==> config.mk <==
export PLATFORM = sky130hd
export DESIGN_NAME = snn_image_loader
export DESIGN_NICKNAME = d
export VERILOG_FILES = /design/src/rtl/snn_pkg.sv /design/src/rtl/loader_timeout.sv /design/src/rtl/snn_image_loader.sv
export SDC_FILE = /design/constraint.sdc
export NUM_CORES = 1
export LEC_CHECK = 0
export CAP_MARGIN = 25
export CORE_MARGIN = 3
export CORE_UTILIZATION = 44
export CTS_CLUSTER_DIAMETER = 150
export DETAILED_ROUTE_END_ITERATION = 12
export GPL_TIMING_DRIVEN = 0
export PLACE_DENSITY_LB_ADDON = 0.1
export SLEW_MARGIN = 20
export SYNTH_ARGS = -nofsm -noshare
export SYNTH_HDL_FRONTEND = slang
export SYNTH_SLANG_ARGS = --single-unit
==> constraint.sdc <==
create_clock -name clk -period 3.3 [get_ports clk]
set_clock_uncertainty 0.15 [all_clocks]
set_input_delay 0.99 -clock clk [delete_from_list [all_inputs] [get_ports clk]]
set_output_delay 0.99 -clock clk [all_outputs]
set_load 0.03 [all_outputs]
==> src/rtl/snn_pkg.sv <==
// -----------------------------------------------------------------------------
// snn_pkg
//   Shared definitions for the SNN image-loading path.
//   - loader_state_t : states of the UART-to-input-RAM loader
//   - IMG_BITS_DEF   : default number of image bits per frame (28 x 28)
//   - BYTES_PER_IMG  : bytes needed to carry one default frame
//   - ADDR_W         : input-RAM address width
// -----------------------------------------------------------------------------
package snn_pkg;

    localparam int IMG_BITS_DEF  = 784;
    localparam int BYTES_PER_IMG = 98;
    localparam int ADDR_W        = 10;

    typedef enum logic [1:0] {
        LOAD      = 2'd0,
        WRITE     = 2'd1,
        START     = 2'd2,
        WAIT_CORE = 2'd3
    } loader_state_t;

endpackage : snn_pkg

==> src/rtl/loader_timeout.sv <==
// -----------------------------------------------------------------------------
// loader_timeout
//   Inter-byte idle watchdog for snn_image_loader. Only compiled when the
//   macro LOADER_TIMEOUT_EN is defined; without it no counter exists at all.
//
//   Parameters
//     TIMEOUT_CYCLES : idle cycles tolerated before expire fires
//   Ports
//     clk    in  system clock
//     rst_n  in  asynchronous active-low reset
//     enable in  high while a partial frame is waiting for its next byte
//     clear  in  a byte arrived this cycle; restart the idle count
//     expire out combinational, high during the TIMEOUT_CYCLES-th idle cycle
// -----------------------------------------------------------------------------
`ifdef LOADER_TIMEOUT_EN
module loader_timeout #(
    parameter int TIMEOUT_CYCLES = 500000
) (
    input  logic clk,
    input  logic rst_n,
    input  logic enable,
    input  logic clear,
    output logic expire
);

    localparam int CNT_W = $clog2(TIMEOUT_CYCLES + 1);
    localparam logic [CNT_W-1:0] LAST_IDLE = CNT_W'(TIMEOUT_CYCLES - 1);

    // count holds the number of idle cycles already completed, so the
    // cycle in which it equals TIMEOUT_CYCLES-1 is the last one allowed.
    logic [CNT_W-1:0] count;

    assign expire = enable && !clear && (count == LAST_IDLE);

    always_ff @(posedge clk or negedge rst_n) begin
        if (!rst_n) begin
            count <= '0;
        end else if (!enable || clear || expire) begin
            count <= '0;
        end else begin
            count <= count + 1'b1;
        end
    end

endmodule : loader_timeout
`endif

==> src/rtl/snn_image_loader.sv <==
// -----------------------------------------------------------------------------
// snn_image_loader
//   Receives image bytes from a UART, serialises each byte LSB-first into a
//   1-bit-wide input RAM, and launches the SNN core once a full frame of
//   IMG_BITS bits has been written. Bytes arriving while the loader cannot
//   accept them are dropped and flagged on the sticky overrun output.
//
//   Optional feature: define LOADER_TIMEOUT_EN to abandon a partial frame
//   after TIMEOUT_CYCLES idle cycles (frame_err pulses, bit pointer clears).
//   Without the macro frame_err is tied low and a partial frame waits forever.
//
//   Parameters
//     IMG_BITS       : image bits per frame (multiple of 8, at most 1024)
//     TIMEOUT_CYCLES : idle cycles allowed between bytes of one frame
//   Ports
//     clk        in   system clock
//     rst_n      in   asynchronous active-low reset
//     rx_rdy     in   one-cycle strobe, rx_data holds a received byte
//     rx_data    in   received byte
//     core_done  in   one-cycle strobe, SNN core finished classification
//     ram_we     out  input-RAM write enable (high only while writing bits)
//     ram_addr   out  input-RAM write address (always the bit pointer)
//     ram_d      out  input-RAM write data bit
//     start      out  one-cycle strobe launching the SNN core
//     busy       out  high from the start strobe until core_done
//     overrun    out  sticky, a byte was dropped; cleared by reset or start
//     frame_err  out  one-cycle strobe on inter-byte timeout
// -----------------------------------------------------------------------------
module snn_image_loader
    import snn_pkg::*;
#(
    parameter int IMG_BITS       = IMG_BITS_DEF,
    parameter int TIMEOUT_CYCLES = 500000
) (
    input  logic              clk,
    input  logic              rst_n,
    input  logic              rx_rdy,
    input  logic [7:0]        rx_data,
    input  logic              core_done,
    output logic              ram_we,
    output logic [ADDR_W-1:0] ram_addr,
    output logic              ram_d,
    output logic              start,
    output logic              busy,
    output logic              overrun,
    output logic              frame_err
);

    // Frames must be whole bytes and fit the address space; the last-bit
    // test below relies on the final byte ending exactly at IMG_BITS-1.
    if ((IMG_BITS < 8) || (IMG_BITS % 8 != 0) || (IMG_BITS > (1 << ADDR_W))) begin : g_bad_img_bits
        $error("snn_image_loader: IMG_BITS must be a multiple of 8 in 8..1024");
    end
    if (TIMEOUT_CYCLES < 1) begin : g_bad_timeout
        $error("snn_image_loader: TIMEOUT_CYCLES must be at least 1");
    end

    localparam logic [ADDR_W-1:0] LAST_ADDR = ADDR_W'(IMG_BITS - 1);

    loader_state_t     state;
    logic [7:0]        shift;
    logic [ADDR_W-1:0] bit_ptr;
    logic [2:0]        bit_cnt;
    logic              timeout_hit;

    // -------------------------------------------------------------------------
    // Optional inter-byte timeout
    // -------------------------------------------------------------------------
`ifdef LOADER_TIMEOUT_EN
    loader_timeout #(
        .TIMEOUT_CYCLES (TIMEOUT_CYCLES)
    ) u_timeout (
        .clk    (clk),
        .rst_n  (rst_n),
        .enable ((state == LOAD) && (bit_ptr != '0)),
        .clear  (rx_rdy),
        .expire (timeout_hit)
    );

    always_ff @(posedge clk or negedge rst_n) begin
        if (!rst_n) begin
            frame_err <= 1'b0;
        end else begin
            frame_err <= timeout_hit;
        end
    end
`else
    assign timeout_hit = 1'b0;
    assign frame_err   = 1'b0;
`endif

    // -------------------------------------------------------------------------
    // Loader FSM
    // -------------------------------------------------------------------------
    // NOTE: every register here uses <= so all of them update from the same
    // pre-edge values; a blocking = would let later lines see new values.
    always_ff @(posedge clk or negedge rst_n) begin
        if (!rst_n) begin
            state   <= LOAD;
            shift   <= '0;
            bit_ptr <= '0;
            bit_cnt <= '0;
        end else begin
            case (state)
                LOAD: begin
                    if (rx_rdy) begin
                        shift   <= rx_data;
                        bit_cnt <= '0;
                        state   <= WRITE;
                    end else if (timeout_hit) begin
                        bit_ptr <= '0;
                    end
                end

                WRITE: begin
                    shift   <= {1'b0, shift[7:1]};
                    bit_cnt <= bit_cnt + 1'b1;
                    if (bit_cnt == 3'd7) begin
                        // Final bit of the frame: hold the pointer at the last
                        // address so it never passes IMG_BITS-1; START clears it.
                        if (bit_ptr == LAST_ADDR) begin
                            state <= START;
                        end else begin
                            bit_ptr <= bit_ptr + 1'b1;
                            state   <= LOAD;
                        end
                    end else begin
                        bit_ptr <= bit_ptr + 1'b1;
                    end
                end

                START: begin
                    bit_ptr <= '0;
                    state   <= WAIT_CORE;
                end

                WAIT_CORE: begin
                    if (core_done) begin
                        state <= LOAD;
                    end
                end

                default: begin
                    state <= LOAD;
                end
            endcase
        end
    end

    // A byte dropped during the start cycle itself belongs to the new run,
    // so the set takes priority over the start-cycle clear.
    always_ff @(posedge clk or negedge rst_n) begin
        if (!rst_n) begin
            overrun <= 1'b0;
        end else if (rx_rdy && (state != LOAD)) begin
            overrun <= 1'b1;
        end else if (state == START) begin
            overrun <= 1'b0;
        end
    end

    // -------------------------------------------------------------------------
    // Outputs: pure decodes of registered state, so they go low as soon as
    // reset is asserted and never glitch on input changes.
    // -------------------------------------------------------------------------
    assign ram_we   = (state == WRITE);
    assign ram_addr = bit_ptr;
    assign ram_d    = shift[0];
    assign start    = (state == START);
    assign busy     = (state == START) || (state == WAIT_CORE);

endmodule : snn_image_loader
# After elaboration in Yosys (flattened, before gate mapping)
# Index checks and enable logic that the tools add are counted.
[word_totals] reg_bits=24 out_inout_bits=16
[op_classes] n_addsub=2 eq_ne=9 muxes=14 n_reduce_logical=10
[ops] op="2-to-1 mux 10 bit" count=2
[ops] op="one-hot mux 10 bit (2 select lines)" count=1
[ops] op="one-hot mux 8 bit (2 select lines)" count=1
[ops] op="adder 10 x 1 -> 10 bit (second input constant)" count=1
[ops] op="== test 10 bit (second input constant)" count=1
[ops] op="2-to-1 mux 2 bit" count=4
[ops] op="2-to-1 mux 8 bit" count=1
[ops] op="one-hot mux 2 bit (4 select lines)" count=1
[ops] op="nonzero test 2 bit" count=4
[ops] op="one-hot mux 3 bit (2 select lines)" count=1
[ops] op="== test 2 bit (second input constant)" count=2
[ops] op="inequality test 2 bit (second input constant)" count=2
[ops] op="AND reduction 2 bit" count=2
[ops] op="adder 3 x 1 -> 3 bit (second input constant)" count=1
[ops] op="== test 3 bit (second input constant)" count=1
[ops] op="2-to-1 mux 3 bit" count=1
[ops] op="inequality test 3 bit (second input constant)" count=1
[ops] op="AND reduction 3 bit" count=1
[ops] op="== test 2 x 1 -> 1 bit (second input constant)" count=1
[ops] op="logical NOT 2 bit" count=1
[ops] op="2-to-1 mux 1 bit" count=2
[ops] op="inequality test 2 x 1 -> 1 bit (second input constant)" count=1
[ops] op="logical AND 1 bit" count=1
[ops] op="logical OR 1 bit" count=1

# Logic depth before layout (Yosys ltp)
# Gate-level depths: netlist of run 1.
[depth] ltp_word=4 mapped_depth=7

# Worst setup path after synthesis of run 1
# Ideal clock, no wire load.
[synth_timing] kind="register -> output" start="register state[0]" end="output port busy" arrival_time_ns=1.390 required_time_ns=2.160 slack_ns=0.770 stages_incl_launch_ff=5 path_buffers=1 cell_sequence="dfrtp_1 inv_1 ha_1 clkbuf_1 or2_2"
[synth_via] elab_chain_len=2 word_cells_on_any_way=3 cone_classes="eq/ne: 2; reduce/logical: 1"
[synth_lines] item="start, declared" line_no="snn_image_loader.sv:60" rtl="loader_state_t state;"
[synth_lines] item="start signal, assigned" line_no="snn_image_loader.sv:99" rtl="state <= LOAD;"
[synth_lines] item="start signal, assigned" line_no="snn_image_loader.sv:109" rtl="state <= WRITE;"
[synth_lines] item="start signal, assigned" line_no="snn_image_loader.sv:122" rtl="state <= START;"
[synth_lines] item="== test 2 bit"
[synth_lines] item="named net start" line_no="snn_image_loader.sv:43" rtl="output logic start,"
[synth_lines] item="logical OR 1 bit" line_no="snn_image_loader.sv:170" rtl="assign busy = (state == START) || (state == WAIT_CORE);"
[synth_lines] item="end, declared" line_no="snn_image_loader.sv:44" rtl="output logic busy,"
# The timed path passes the listed nets, and every way through them passes these cells.

# Final worst setup path of run 1
[layout_timing] start="register state[0]" end="output port busy"
[layout_via] elab_chain_len=2 word_cells_on_any_way=3 cone_classes="eq/ne: 2; reduce/logical: 1"
[layout_lines] item="== test 2 bit" line_no="snn_image_loader.sv:170"
[layout_lines] item="logical OR 1 bit *" line_no="snn_image_loader.sv:170"
# Mark *: on every way between the ends. The rest lies on a longest branch, timed or not.

==> results.cfg, run 1 <==
[floorplan]
rows = 19
core_mm2 = 0.002877
fp.dieH_um = 62.08
start_util_pct = 48.11
die_area_mm2 = 0.003854
die_w_um = 62.08
io_pins = 28

[yosys]
synth_cell_types = 35
avgSynthCellArea_um2 = 9.544
yosysWarnings = 0
synth_area_mm2 = 0.001384
netlist_top_cells_area = dfrtp_1, o21ai_0, ha_1
synth_nets = 164
ys_seq_area_share_pct = 43.40
synth_top_cell_by_area = dfrtp_1
synth_top_area_share_pct = 43.40
syn-instance-count = 145
synth-seq-cells = 24

[layout]
regArea_um2 = 600.6
fill_cells = 250
drive_gt1_share_pct = 9.091
syn2layout_area_growth_pct = 26.31
multi_input_area_um2 = 709.4
antennaDiodeCount = 0
nNetsFinal = 196
fin_cells = 218

[place]
io_buffer_count = 26
hpwl_um = 2254
place_inst = 214
gp_congestion = 0.7952

[route]
drt-vias-per-instance = 5.587
drtIter0Drc = 49
vias = 1218
ant_nets = 0
wire_per_inst_um = 14.74
routed_wirelength_um = 3214
drtPass1Iterations = 4
drc_errors = 0

[clock_tree]
cts_sinks = 24
cts_htree_levels = 1
cts.root.buffer_cell = clkbuf_4
clk_pin_slew_worst_paths_ps = 140
cts.hold.buffers_added = 0
cts_buffer_depth = 2
cts_tree = built
cts_buffers = 3
clk_latency_ps = 320

[setup_path]
path_depth = 5
worstSetupStartpointType = flip-flop
worst_path_dominant_cell_family = buffers and inverters
slowest_delay_ps = 440
cp_cell_sequence = inv_1, ha_1, clkbuf_2, or2_2, dlygate4sd2_1
worst-path-buf-inv = 3
cp.required_ps = 2160
worstSetupEndpointType = output port
crit_path_top_delay_cell = dfrtp_1
crit_arrival_ps = 1960
crit_fanout = 10
reg2reg_depth = 7
path_class = reg -> out

[pwr]
combPwrFrac_pct = 51.3
internal-power_uw = 767.4
power_switching_uw = 586.7
swShare_pct = 43.33
pwr-share-clk_pct = 11.8
p_leak_uw = 0.0007358
powerDensity_mw_per_mm2 = 774.7
pwr-share-seq_pct = 36.9
worst_ir_drop_vdd_v = 0.0003813

[timing]
fin_crit_sh_pct = 93.82
relSlewSlack_pct = 59.46
timing.final.crit_period_ps = 3096
rsz0062_at_grt = false
setup_viol = 0
maxSlewViolCount = 0
setup_tns_ps = 0
worst_pin_slew_ps = 606.2
timing.fmax_mhz = 323.0
hold_viol_final = 0

[hold_path]
hold_class = reg -> reg
min_path_cells = 1

[global_routing]
overflow = 0
grt_pass1_wl_um = 5202
grt_max_degree = 14
grt_pass1_vias = 1167
track_usage_pct = 17.97
antenna_found_initial = 0

[run]
cap_violations = 0

[outcome]
status = completed
power groups by stage:
| stage | Clock [uW] | Sequential, uW | Combinational [uW] |
|---|---|---|---|
| floorplan | 0 | 565 | 400 |
| global placement | 0 | 497 | 674 |
| detailed placement | 0 | 503 | 699 |
| CTS | 161 | 499 | 701 |
| global route | 175 | 516 | 767 |
| finish | 160 | 499 | 695 |
state kept, by name, indices dropped and copies added, names as in the netlist, named ones only:
signal	cells
state	1
shift	8
ram_addr	10
bit_cnt	3
overrun	1
cells by family (layout without fill, tap and decap cells):
| group | count (synthesis) | count (layout) | share of synthesized area [%] |
|---|---|---|---|
| simple gates | 44 | 44 | 18.17 |
| other cells | 1 | 1 | 0.2710 |
| flops | 24 | 24 | 43.40 |
| fa+ha+maj | 7 | 7 | 6.329 |
| buf+inv | 16 | 47 | 5.334 |
| mux | 3 | 3 | 2.351 |
| compound gates | 50 | 50 | 24.14 |
timing repair:
action / 4_1_cts / 5_1_grt
resized for setup: 2 / 0
setup endpoints to repair: 1 / 0
setup buffers: 0 / 0
area by class of cell:
type	count	area share, %
buffer	10	3.006
clock buffer	4	2.076
inverter	6	1.288
multi-input combinational	105	40.59
sequential	24	34.36
tap	42	3.006
timing repair buffer	27	15.68
per-layer routing:
| metal | up-vias | routed length (um) | track usage [%] |
|---|---|---|---|
| met1 | 587 | 1460 | 23.04 |
| met4 | 0 | 48 | 6.061 |
| li1 | 586 | - | - |
| met3 | 6 | 164 | 2.893 |
| met2 | 39 | 1540 | 30.62 |
| met5 | - | 0 | 0 |
synth_stat cells:
| cell type | n |
|---|---|
| a21oi_1 | 2 |
| a221oi_2 | 1 |
| a22o_1 | 2 |
| a22oi_1 | 8 |
| a31oi_1 | 11 |
| and2_1 | 1 |
| and3_1 | 2 |
| and4_4 | 1 |
| buf_2 | 2 |
| buf_4 | 1 |
| buf_6 | 1 |
| clkbuf_1 | 6 |
| conb_1 | 1 |
| dfrtp_1 | 24 |
| ha_1 | 7 |
| inv_1 | 6 |
| mux2_2 | 2 |
| mux2i_1 | 1 |
| nand2_1 | 8 |
| nand2b_1 | 3 |
| nand3_1 | 4 |
| nand4_1 | 2 |
| nand4b_1 | 2 |
| nor2_1 | 4 |
| nor2b_1 | 12 |
| nor3_1 | 1 |
| o21ai_0 | 19 |
| o21ai_1 | 3 |
| o31ai_1 | 1 |
| o41ai_1 | 2 |
| o41ai_4 | 1 |
| or2_1 | 1 |
| or2_2 | 1 |
| or2b_1 | 1 |
| or4_1 | 1 |
stage by stage:
step	hold WS, ps	utilization (%)	worst slack [ps]	total power [uW]	area [um^2]
finish	389.7	60.77	203.9	1354	1748
global route	402.1	60.77	84.36	1459	1748
CTS	393.8	60.77	205.2	1361	1748
detailed placement	360.4	59.50	246.0	1202	1712
global placement	341.8	58.98	232.5	1171	1697
floorplan	314.6	-	770.0	964.5	1384
placed cells by master, fill, tap and decap left out, drive strengths merged, types with 2 or more instances in the layout:
cell type | synthesis | layout
o21ai | 22 | 22
a22o | 2 | 2
ha | 7 | 7
inv | 6 | 6
o41ai | 3 | 3
a31oi | 11 | 11
nand2 | 8 | 8
a21oi | 2 | 2
buf | 4 | 5
nand4 | 2 | 2
nand4b | 2 | 2
nor2 | 4 | 4
clkdlybuf4s50 | 0 | 25
nand3 | 4 | 4
nor2b | 12 | 12
clkbuf | 6 | 10
nand2b | 3 | 3
mux2 | 2 | 2
or2 | 2 | 2
dfrtp | 24 | 24
and3 | 2 | 2
a22oi | 8 | 8
path summary, 6_finish.rpt:
| kind | from | to | slack, ps |
|---|---|---|---|
| max | state[0]$_DFFE_PN0P_ | busy | 200 |
| min | bit_cnt[1]$_DFFE_PN0P_ | bit_cnt[1]$_DFFE_PN0P_ | 390 |
| max reg2reg | state[0]$_DFFE_PN0P_ | overrun$_DFFE_PN0P_ | 1210 |
| min reg2reg | bit_cnt[1]$_DFFE_PN0P_ | bit_cnt[1]$_DFFE_PN0P_ | 390 |
| max in group asynchronous | rst_n | shift[5]$_DFFE_PN0P_ | 1620 |
| min in group asynchronous | rst_n | shift[1]$_DFFE_PN0P_ | 880 |
(Power assumes the default switching activity.)
==> run 2, diff against run 1 <==
--- a/config.mk
+++ b/config.mk
@@ -5,7 +5,7 @@
 export SDC_FILE = /design/constraint.sdc
 export NUM_CORES = 1
 export LEC_CHECK = 0
-export CAP_MARGIN = 25
+export ABC_AREA = 1
 export CORE_MARGIN = 3
 export CORE_UTILIZATION = 44
 export CTS_CLUSTER_DIAMETER = 150
==> run 2 against run 1 <==
Effect of this change: critical path depth is 1 lower; non-clock buffer count is 6 lower; die area is 0.32% higher; core utilization is 0.52 points lower; largest cell class unchanged; largest power group unchanged.
==> results.cfg, run 2 <==
[outcome]
status = completed

[route]
drtIter0Drc = 39
routed_wirelength_um = 2793
drtPass1Iterations = 4
drt-vias-per-instance = 4.967
wire_per_inst_um = 11.45
vias = 1212
drc_errors = 0
ant_nets = 0

[setup_path]
crit_fanout = 6
worstSetupStartpoint = state[0]$_DFFE_PN0P_
worstSetupStartpointType = flip-flop
cp.required_ps = 2160
path_class = reg -> out
worstSetupEndpointType = output port
crit_arrival_ps = 2020

[clock_tree]
cts.root.buffer_cell = clkbuf_4
clk_pin_slew_worst_paths_ps = 130
cts_htree_levels = 1
post_cts_resized = 0
cts.hold.buffers_added = 0
cts_buffers = 3
cts_tree = built
cts_buffer_depth = 2
cts_sinks = 24
cts_setup_buffers = 0
clk_latency_ps = 320

[global_routing]
antenna_found_initial = 0
track_usage_pct = 15.78
grt_pass1_vias = 1139
overflow = 0
grt_pass1_wl_um = 5030
grt_max_degree = 25

[pwr]
swShare_pct = 46.55
worst_ir_drop_vdd_v = 0.0004149
combPwrFrac_pct = 58.2
p_leak_uw = 0.0007862
power_switching_uw = 724.6
pwr-share-clk_pct = 10.1
pwr-share-seq_pct = 31.6
internal-power_uw = 831.8
powerDensity_mw_per_mm2 = 898.1

[layout]
nNetsFinal = 222
antennaDiodeCount = 0
drive_gt1_share_pct = 11.88
syn2layout_area_growth_pct = 24.77
largest_reg_flops = 10
final_util_pct = 60.24
final_common_cell = nand2_1
final_cell_mix = nand2_1, clkdlybuf4s50_1, dfrtp_1, nor2_1, nand3_1

[floorplan]
die_w_um = 62.18
rows = 19
core_mm2 = 0.002877
start_util_pct = 48.28
fp.dieH_um = 62.18
die_area_mm2 = 0.003866
io_pins = 28

[yosys]
ys_async_sr_fraction_pct = 100.0
synth_edf_count = 0
synth_top_cell_by_area = dfrtp_1
yosys-top-cells-count = nand2_1, dfrtp_1, nand3_1, nor2_1, inv_1
syn-instance-count = 172
synth_area_mm2 = 0.001389
synth_nets = 191
synth_cell_types = 31
ys_seq_area_share_pct = 43.24
synth-seq-cells = 24
synthFlopType = dfrtp_1
avgSynthCellArea_um2 = 8.075
netlist_top_cells_area = dfrtp_1, nand2_1, ha_1
synth_top_area_share_pct = 43.24
synth.most_common_cell = nand2_1
yosysWarnings = 0

[timing]
worst_pin_slew_ps = 548.5
timing.fmax_mhz = 316.3
rsz0062_at_grt = false
timing.final.crit_period_ps = 3162
setup_tns_ps = 0
fin_crit_sh_pct = 95.81
setup_viol = 0
hold_viol_final = 0
relSlewSlack_pct = 63.43
maxSlewViolCount = 0

[run]
cap_violations = 0

[hold_path]
hold_class = reg -> reg
hold_path_startpoint = bit_cnt[0]$_DFFE_PN0P_

[place]
hpwl_um = 2064
gp_congestion = 0.8071
io_buffer_count = 26
==> run 2: changes by cell type in the layout (fill, tap and decap cells not counted), moves of 4 or more <==
cell / delta
nand2_1: +36
nor2b_1: -12
nand3_1: +11
nor2_1: +11
o21ai_0: -10
a22oi_1: -8
inv_1: +8
a31oi_1: -4
clkbuf_1: -4
==> run 2: kinds of logic (layout without fill, tap and decap cells) <==
kind of cell	Yosys count	after routing	synth area share, %
AOI/OAI and AO/OA	27	27	11.80
other	1	1	0.2700
DFF	24	24	43.24
buffers and inverters	21	51	7.297
and+or+nand+nor	89	89	29.19
xor gates and xnor gates	3	3	1.892
adders and majority gates	7	7	6.306
==> run 2: metrics by stage <==
step | power (uW) | cell area [um^2] | hold WS (ps) | std cells | worst slack [ps]
after global placement | 1378 | 1702 | 317.0 | 240 | 497.5
after global routing | 1705 | 1733 | 379.0 | 244 | 16.70
final | 1556 | 1733 | 339.3 | 244 | 138.2
after detailed placement | 1415 | 1697 | 329.6 | 240 | 481.0
after floorplan | 1142 | 1389 | 300.8 | 172 | 924.6
after CTS | 1573 | 1733 | 345.2 | 244 | 100.3
==> run 2: power groups by stage <==
stage	registers [uW]	clock network, uW	logic [uW]
after floorplan	548	0	594
after global placement	493	0	885
after detailed placement	500	0	915
after CTS	494	164	915
after global routing	512	174	1020
final	492	158	906
==> run 2: final timing paths <==
| path | end | cells past startpoint | slack [ps] |
|---|---|---|---|
| max | busy | 4 | 140 |
| min | bit_cnt[0]$_DFFE_PN0P_ | 1 | 340 |
| max reg2reg | shift[3]$_DFFE_PN0P_ | 6 | 1270 |
| min reg2reg | bit_cnt[0]$_DFFE_PN0P_ | 1 | 340 |
| max in group asynchronous | state[0]$_DFFE_PN0P_ | 1 | 2150 |
| min in group asynchronous | ram_addr[0]$_DFFE_PN0P_ | 1 | 480 |
==> run 2: cell type report <==
class,instances,area [um^2]
well taps,42,52.55
plain buffers,5,41.29
flip-flops and latches,24,600.6
repair buffers,26,255.2
multi-input cells,127,686.9
fillers,270,1144
inverters,16,60.06
clock buffers,4,36.28
==> run 2: routing by layer <==
layer,vias up,share of wire (%),wire length (um),global-route usage (%)
li1,621,-,-,-
met1,552,50,1397,22.67
met2,37,43,1209,23.25
met3,2,6.2,172,4.685
met4,0,0.47,13,3.867
met5,-,0,0,0
==> run 2: critical path, cell delays in order, from the launching register on <==
cell	delay [ps]
dfrtp_1	460
inv_1	100
ha_1	270
or2_2	280
clkdlybuf4s50_1	590
